$ cat src/rtl/bru_pkg.sv
// Shared types and constants for the branch resolve unit.
// bp_meta_t carries one instruction's BTB prediction down the pipe.
package bru_pkg;

    // Width of the PC/target fields inside bp_meta_t; the top-level PC_W must match.
    localparam int BP_PC_W = 32;
    localparam int PC_INC  = 4;
    localparam int IDX_LSB = 2;

    typedef struct packed {
        logic               valid;
        logic [BP_PC_W-1:0] pc;
        logic               hit;
        logic               taken;
        logic [BP_PC_W-1:0] target;
    } bp_meta_t;

endpackage

$ cat src/rtl/bp_meta_stage.sv
// One pipeline register for prediction metadata.
// Holds while stalled; a flush clears it and takes priority over capture.
module bp_meta_stage
    import bru_pkg::*;
(
    input  logic     clk_i,
    input  logic     rst_ni,
    input  logic     stall_i,
    input  logic     flush_i,
    input  bp_meta_t d_i,
    output bp_meta_t q_o
);

    bp_meta_t r_meta;

    // Metadata register: flush > stall-hold > capture.
    always_ff @(posedge clk_i or negedge rst_ni) begin
        if (!rst_ni) begin
            r_meta <= '0;
        end else if (flush_i) begin
            r_meta <= '0;
        end else if (!stall_i) begin
            r_meta <= d_i;
        end
    end

    assign q_o = r_meta;

endmodule

$ cat src/rtl/branch_resolve_unit.sv
// EX-stage branch resolution: compares the carried BTB prediction with the
// real outcome, raises redirect/flush on a mispredict and is the sole
// writer of the BTB.
// Optional build macro BRU_PERF_CNT_EN adds saturating branch/miss counters.
module branch_resolve_unit
    import bru_pkg::*;
#(
    parameter int PC_W  = 32,
    parameter int IDX_W = 8,
    parameter int TAG_W = 4,
    parameter int CNT_W = 32
) (
    input  logic             clk_i,
    input  logic             rst_ni,
    input  logic             stall_i,
    input  logic             if_valid_i,
    input  logic [PC_W-1:0]  if_pc_i,
    input  logic             if_pred_hit_i,
    input  logic             if_pred_taken_i,
    input  logic [PC_W-1:0]  if_pred_target_i,
    input  logic             ex_is_branch_i,
    input  logic             ex_is_jump_i,
    input  logic             ex_taken_i,
    input  logic [PC_W-1:0]  ex_target_i,
    output logic             redirect_o,
    output logic [PC_W-1:0]  redirect_pc_o,
    output logic             flush_o,
    output logic             btb_wr_en_o,
    output logic [IDX_W-1:0] btb_wr_idx_o,
    output logic [TAG_W-1:0] btb_wr_tag_o,
    output logic [PC_W-1:0]  btb_wr_target_o,
    output logic             btb_wr_taken_o,
    output logic [CNT_W-1:0] perf_br_cnt_o,
    output logic [CNT_W-1:0] perf_miss_cnt_o
);

    bp_meta_t         w_if_meta;
    bp_meta_t         w_ifid;
    bp_meta_t         w_idex;
    logic             w_resolve;
    logic             w_is_cf;
    logic             w_eff_taken;
    logic             w_pred_taken;
    logic             w_mispredict;
    logic             w_wr_req;
    logic [PC_W-1:0]  w_fallthru_pc;

    logic             r_wr_en;
    logic [IDX_W-1:0] r_wr_idx;
    logic [TAG_W-1:0] r_wr_tag;
    logic [PC_W-1:0]  r_wr_target;
    logic             r_wr_taken;

    assign w_if_meta = '{valid:  if_valid_i,
                         pc:     if_pc_i,
                         hit:    if_pred_hit_i,
                         taken:  if_pred_taken_i,
                         target: if_pred_target_i};

    bp_meta_stage u_ifid (
        .clk_i   (clk_i),
        .rst_ni  (rst_ni),
        .stall_i (stall_i),
        .flush_i (w_mispredict),
        .d_i     (w_if_meta),
        .q_o     (w_ifid)
    );

    bp_meta_stage u_idex (
        .clk_i   (clk_i),
        .rst_ni  (rst_ni),
        .stall_i (stall_i),
        .flush_i (w_mispredict),
        .d_i     (w_ifid),
        .q_o     (w_idex)
    );

    assign w_resolve     = w_idex.valid & ~stall_i;
    assign w_is_cf       = ex_is_branch_i | ex_is_jump_i;
    assign w_eff_taken   = ex_is_jump_i | (ex_is_branch_i & ex_taken_i);
    assign w_pred_taken  = w_idex.hit & w_idex.taken;
    // Non-branch aliases fall out of the direction compare since eff_taken is 0.
    assign w_mispredict  = w_resolve &
                           ((w_pred_taken != w_eff_taken) |
                            (w_pred_taken & w_eff_taken & (w_idex.target != ex_target_i)));
    assign w_wr_req      = w_resolve & w_is_cf;
    assign w_fallthru_pc = w_idex.pc + PC_W'(PC_INC);

    assign redirect_o    = w_mispredict;
    assign flush_o       = w_mispredict;
    assign redirect_pc_o = w_mispredict ? (w_eff_taken ? ex_target_i : w_fallthru_pc) : '0;

    // BTB write port: one-cycle strobe after each resolved branch/jump.
    always_ff @(posedge clk_i or negedge rst_ni) begin
        if (!rst_ni) begin
            r_wr_en     <= 1'b0;
            r_wr_idx    <= '0;
            r_wr_tag    <= '0;
            r_wr_target <= '0;
            r_wr_taken  <= 1'b0;
        end else begin
            r_wr_en <= w_wr_req;
            if (w_wr_req) begin
                r_wr_idx    <= w_idex.pc[IDX_W+IDX_LSB-1:IDX_LSB];
                r_wr_tag    <= w_idex.pc[IDX_W+TAG_W+IDX_LSB-1:IDX_W+IDX_LSB];
                r_wr_target <= ex_target_i;
                r_wr_taken  <= w_eff_taken;
            end
        end
    end

    assign btb_wr_en_o     = r_wr_en;
    assign btb_wr_idx_o    = r_wr_idx;
    assign btb_wr_tag_o    = r_wr_tag;
    assign btb_wr_target_o = r_wr_target;
    assign btb_wr_taken_o  = r_wr_taken;

`ifdef BRU_PERF_CNT_EN
    logic [CNT_W-1:0] r_br_cnt;
    logic [CNT_W-1:0] r_miss_cnt;

    // Saturating counters of resolved control-flow instructions and mispredicts.
    always_ff @(posedge clk_i or negedge rst_ni) begin
        if (!rst_ni) begin
            r_br_cnt   <= '0;
            r_miss_cnt <= '0;
        end else begin
            if (w_wr_req && !(&r_br_cnt)) begin
                r_br_cnt <= r_br_cnt + CNT_W'(1);
            end
            if (w_mispredict && !(&r_miss_cnt)) begin
                r_miss_cnt <= r_miss_cnt + CNT_W'(1);
            end
        end
    end

    assign perf_br_cnt_o   = r_br_cnt;
    assign perf_miss_cnt_o = r_miss_cnt;
`else
    assign perf_br_cnt_o   = '0;
    assign perf_miss_cnt_o = '0;
`endif

endmodule

$ cat config.mk
export PLATFORM = sky130hd
export DESIGN_NAME = branch_resolve_unit
export DESIGN_NICKNAME = d
export VERILOG_FILES = /design/src/rtl/bru_pkg.sv /design/src/rtl/bp_meta_stage.sv /design/src/rtl/branch_resolve_unit.sv
export SDC_FILE = /design/constraint.sdc
export NUM_CORES = 1
export LEC_CHECK = 0
export ABC_AREA = 1
export BUFFER_PORTS_ARGS = -buffer_cell sky130_fd_sc_hd__buf_2
export CORE_UTILIZATION = 49
export CTS_CLUSTER_DIAMETER = 120
export DETAILED_ROUTE_END_ITERATION = 10
export PLACE_DENSITY = 0.77
export SETUP_SLACK_MARGIN = 0.05
export SLEW_MARGIN = 20
export SYNTH_ARGS = -nofsm -noshare
export SYNTH_HDL_FRONTEND = slang
export SYNTH_SLANG_ARGS = --single-unit
$ cat constraint.sdc
create_clock -name clk_i -period 1.59 [get_ports clk_i]
set_input_delay 0.0795 -clock clk_i [delete_from_list [all_inputs] [get_ports clk_i]]
set_output_delay 0.0795 -clock clk_i [all_outputs]
set_load 0.02 [all_outputs]
Yosys cells after proc, flatten, opt, wreduce, memory -nomap -nowiden:

Cells that the tools add are included.

* bits in registers: 180
* output and inout port bits: 144
* input port bits: 105
* word-level logic and storage cells: 36

* equality and inequality tests: 3
* bitwise operators: 11
* multiplexer cells: 6
* add/subtract/negate cells: 1

Operator list (number)
* 67-bit 2-to-1 mux: 4
* 32-bit 2-to-1 mux: 2
* 32-bit by 3-bit adder with 32-bit output (second input constant): 1
* 32-bit inequality test: 1
* 1-bit bitwise AND: 7
* 1-bit OR: 3
* 2-bit by 1-bit inequality test with 1-bit output (second input constant): 1
* 1-bit inequality test: 1
* 1-bit NOT: 1

Depth between registers and ports, before layout:

* word-level depth: 7
* depth in mapped cells: 15
* depth with buffers taken out: 13

Cells and area by module:

From an unflattened synthesis, not the netlist that was laid out.

* cells, all modules: 1230
* area total of the unflattened synthesis: 9425.3 µm²

Modules (own cells, without submodules)
* bp_meta_stage: cells each 292, area each 2656.3 µm², times used 2, sequential area each 1676.6 µm²
* branch_resolve_unit: cells each 646, area each 4112.7 µm², times used 1, sequential area each 1151.1 µm²

Least setup slack after synthesis:

OpenSTA, ideal clock, no wires.

* path kind: reg-to-output
* start: register u_idex.r_meta, in the netlist u_idex.q_o[36]
* end: output port redirect_pc_o[20]
* data required time: 1.510 ns
* buffers on the path: 0
* stages on the path, launching flop included: 10
* setup slack: -0.176 ns
* arrival: 1.687 ns
* cell sequence: dfrtp_1 -> ha_1 -> nand2_1 -> nor3_2 -> nand2_1 -> nor2_2 -> nand2_1 -> xnor2_1 -> a21oi_1 -> nor2_1

* longest elaborated chain between the ends: 3

RTL lines
* from (decl): line bp_meta_stage.sv:14 `bp_meta_t r_meta;`
* from (signal assigned): line bp_meta_stage.sv:23 `r_meta <= d_i;`
* 32-bit by 3-bit adder with 32-bit output: line branch_resolve_unit.sv:87 `assign w_fallthru_pc = w_idex.pc + PC_W'(PC_INC);`
* 32-bit 2-to-1 mux (2 in a row): line branch_resolve_unit.sv:91 `assign redirect_pc_o = w_mispredict ? (w_eff_taken ? ex_target_i : w_fallthru_pc) : '0;`
* to (decl): line branch_resolve_unit.sv:26 `output logic [PC_W-1:0] redirect_pc_o,`

No other way between the ends.

Worst setup path after layout:

* start: register u_idex.r_meta, in the netlist u_idex.q_o[7]
* end: output port redirect_pc_o[4]

* longest elaborated chain between the ends: 5

RTL lines
* 32-bit inequality test: line branch_resolve_unit.sv:85 `(w_pred_taken & w_eff_taken & (w_idex.target != ex_target_i)));`
* 1-bit bitwise AND: line branch_resolve_unit.sv:85
* 1-bit OR: line branch_resolve_unit.sv:84 `((w_pred_taken != w_eff_taken) |`
* 1-bit bitwise AND: line branch_resolve_unit.sv:83 `assign w_mispredict = w_resolve &`
* 32-bit 2-to-1 mux: line branch_resolve_unit.sv:91

No other way between the ends.

==> reports/qor.log <==
INFO  power          leakagePower=8.08nW
INFO  cells_and_area finalNetCount=1935
INFO  cells_and_area layout.cells.most_common=sky130_fd_sc_hd__nand2_1
INFO  grt            grt_use_total=29.9%
INFO  run_status     run_status=finished, violations left
INFO  drt            detail_route.iter0.violations=855
INFO  cells_and_area final_core_utilization=73.8%
INFO  cells_and_area area.growth.synth_to_final=47.6%
INFO  clock_network  clock_tree.buffer_depth=2
INFO  critical_path  required=1.51ns
INFO  clock_network  ctsHtreeMaxLevel=4
INFO  placed_design  place.port_buffers=184
INFO  sta            timing.slew.headroom=65.8%
INFO  drt            wl_per_cell=15.5um
INFO  synth          post_synth_instance_area=10100squm
INFO  sta            final-max-slew-violation-count=0
INFO  placed_design  globalplace.congestion=0.959
INFO  drt            antenna_left=0
INFO  critical_path  rr_endpoint=u_ifid.q_o[46]$_DFFE_PN0P_
INFO  sta            layout_min_cycle_time=2.34ns
INFO  cells_and_area multiInputGateArea=5010squm
INFO  clock_network  cts-buffers-inserted=17
INFO  cells_and_area antennaDiodeCount=0
INFO  grt            first_global_vias=9856
INFO  die            die_x=145um
INFO  cells_and_area layout.filler_cells=1396
INFO  grt            grt_max_degree=71
INFO  synth          syn-mean-instance-area=6.93squm
INFO  die            io-pin-count=249
INFO  sta            final.period_utilization=147%
INFO  drt            vias=10400
INFO  sta            setup_slack=-0.747ns
INFO  critical_path  startpoint_type=flip-flop
INFO  clock_network  clock_pin_slew_worst_setup_and_hold_paths=0.07ns
INFO  min_path       hold_depth=5
INFO  power          pwr_density_cell=1000nW/um^2
INFO  sta            timing.clock.skew=0.0159ns
INFO  synth          synthDistinctLibCells=30
INFO  power          peakVddDrop=709uV
INFO  drt            number_of_remaining_drc_errors=0
INFO  die            fp.dieArea=21200squm
INFO  cells_and_area final-seq-area=4510squm
INFO  sta            report.final.setup_viol=168
INFO  synth          synth_warnings=0
INFO  drt            vias_per_cell=4.94
INFO  die            floorplan.initialDensity=50.0%
INFO  grt            overflow=0
INFO  drt            firstDrtPassIters=7
INFO  clock_network  cts_tree=yes
INFO  min_path       worst_hold_path_ep=u_ifid.q_o[35]$_DFFE_PN0P_
INFO  drt            wl=32.8mm
INFO  synth          synth-seq-cells=180
INFO  sta            fmax=428MHz
INFO  cells_and_area drive_gt1_share=32.2%
INFO  sta            worst-slew-pin-transition=0.514ns
INFO  placed_design  place_inst=1966
INFO  die            core=20200squm
INFO  synth          syn-instance-count=1454
INFO  synth          yosys_most_used_dff=sky130_fd_sc_hd__dfrtp_1
INFO  run_status     violated_checks=negative setup slack
INFO  cells_and_area commonest_cells_after_routing_fill_and_taps_aside=sky130_fd_sc_hd__nand2_1 (436), sky130_fd_sc_hd__inv_1 (193), sky130_fd_sc_hd__dfrtp_1 (177), sky130_fd_sc_hd__nor2_1 (167), sky130_fd_sc_hd__buf_2 (153)
INFO  sta            unrepaired_setup_endpoints_after_global_routing=true
INFO  critical_path  end_kind=output pin
INFO  cells_and_area final_cell_count_no_fill=2110
INFO  critical_path  rrSetupSlack=-0.74ns
INFO  min_path       worstHoldPathType=in -> reg
INFO  synth          synth.yosys.seq_area_share=44.7%
INFO  critical_path  rr_worst_depth=17
INFO  placed_design  dp.final_hpwl=20.3mm
INFO  synth          synth_edf_count=0
INFO  clock_network  clkLatencyLatePin=0.44ns
INFO  grt            antenna_found_initial=0
INFO  critical_path  cp_data_arrival_time=2.26ns
INFO  synth          async_flop_share=100%
INFO  clock_network  clock-sinks=180
INFO  critical_path  cp_max_fo=6
INFO  clock_network  cts-root-buf=sky130_fd_sc_hd__clkbuf_16
INFO  sta            hold_viol_final=0
INFO  power          report.power.total=0.0149W
INFO  critical_path  timing.setup.critical_path_class=reg -> out
INFO  min_path       worstHoldStart=if_pc_i[1]
INFO  critical_path  critical_path.reg2reg.startpoint=u_idex.q_o[7]$_DFFE_PN0P_
INFO  placed_design  placement.setup.worst_slack=-0.415ns
INFO  die            die-height=145um
INFO  die            rows=52
INFO  run            cap_violations=0
INFO  grt            grt_pass1_wl=49.6mm
[logic make-up (layout without fill, tap and decap cells)]
family	Yosys count	after routing	synth area share (%)
buf+inv	333	656	16.0
xor+xnor	41	41	3.56
other cells	1	64	0.0372
simple gates	814	814	31.3
fa+ha+maj	2	2	0.248
compound gates	83	83	4.17
flops	180	180	44.7
[synth_stat cells (7+ instances only)]
cell                         n  area [sq um]
sky130_fd_sc_hd__a21oi_1    21           105
sky130_fd_sc_hd__nor3_1     10          50.1
sky130_fd_sc_hd__buf_2       9          45.0
sky130_fd_sc_hd__nand2_1   556          2090
sky130_fd_sc_hd__inv_1     196           736
sky130_fd_sc_hd__buf_6       9           101
sky130_fd_sc_hd__dfrtp_1   180          4500
sky130_fd_sc_hd__xor2_1      9          78.8
sky130_fd_sc_hd__xnor2_1    32           280
sky130_fd_sc_hd__o21ai_0    59           295
sky130_fd_sc_hd__buf_4      69           518
sky130_fd_sc_hd__inv_2       7          26.3
sky130_fd_sc_hd__nand2_2    11          68.8
sky130_fd_sc_hd__nor2_1    216           811
sky130_fd_sc_hd__nand3_1     7          35.0
sky130_fd_sc_hd__nand4_1     7          43.8
sky130_fd_sc_hd__clkbuf_1   39           146
[critical path, cell delays in order, from the launching register on]
cell and delay (ns):
sky130_fd_sc_hd__dfrtp_1 0.39, sky130_fd_sc_hd__xnor2_1 0.18, sky130_fd_sc_hd__nand2_1 0.08, sky130_fd_sc_hd__nor2_2 0.12, sky130_fd_sc_hd__nand2_2 0.08, sky130_fd_sc_hd__nor2_4 0.17
sky130_fd_sc_hd__nand2_1 0.08, sky130_fd_sc_hd__nand2_1 0.09, sky130_fd_sc_hd__nand2_2 0.09, sky130_fd_sc_hd__nand2_8 0.11, sky130_fd_sc_hd__buf_12 0.12, sky130_fd_sc_hd__buf_12 0.11
sky130_fd_sc_hd__nor2_4 0.05, sky130_fd_sc_hd__buf_6 0.14
[how the worst max path moves through the flow]
stage,from,to,slack [ns],depth (start not counted)
after global placement,u_idex.q_o[1]$_DFFE_PN0P_,u_ifid.q_o[54]$_DFFE_PN0P_,-0.38,13
final,u_idex.q_o[7]$_DFFE_PN0P_,redirect_pc_o[4],-0.75,13
after global routing,u_idex.q_o[0]$_DFFE_PN0P_,redirect_pc_o[4],-0.83,15
after CTS,u_idex.q_o[14]$_DFFE_PN0P_,redirect_pc_o[4],-0.71,13
after detailed placement,u_idex.q_o[0]$_DFFE_PN0P_,u_ifid.q_o[46]$_DFFE_PN0P_,-0.41,15
after floorplan,u_idex.q_o[37]$_DFFE_PN0P_,redirect_pc_o[20],-0.05,9
[flip-flops by register name, indices dropped and copies added, names as in the netlist]
register         flops
u_idex.q_o          67
btb_wr_target_o     32
btb_wr_en_o          1
btb_wr_idx_o         8
u_ifid.q_o          67
btb_wr_taken_o       1
btb_wr_tag_o         4
[routing by layer]
metal	wire (um)	GRT usage (%)
met1	13400	39.0
met4	1370	12.6
met3	1980	4.33
met5	0	0
met2	16000	50.0
[report_power, final]
group / internal [W] / leakage, nW / switching, W
Clock: 0.00270 / 0.304 / 0.00191
Combinational: 0.00182 / 5.53 / 0.00260
Sequential: 0.00534 / 2.25 / 0.000555
Total: 0.00986 / 8.08 / 0.00506
[per-stage QoR]
step                      setup TNS (ns)  hold WS (ns)  area [sq um]
after global routing             -103.30        0.0264         14900
after global placement            -53.94        0.0388         12000
after detailed placement          -57.72        0.0368         12000
after floorplan                  -0.0497        -0.216         10400
after CTS                         -83.78       0.00407         14200
final                             -88.11       0.00719         14900
[final cells by class]
class | instances | share of cell area, %
inverter | 204 | 5.16
timing repair buffer | 421 | 24.3
tap | 270 | 2.27
multi-input combinational | 1004 | 33.7
clock inverter | 13 | 1.32
clock buffer | 18 | 2.95
sequential | 180 | 30.3
[what timing repair did]
item | in CTS | in global routing
setup endpoints to repair | 168 | 168
resized for setup | 122 | 174
hold endpoints to repair | 236 | 0
gates cloned | 6 | 6
hold buffers | 77 | 0
pin swaps | 21 | 64
setup buffers | 19 | 10
(Power assumes the default switching activity.)
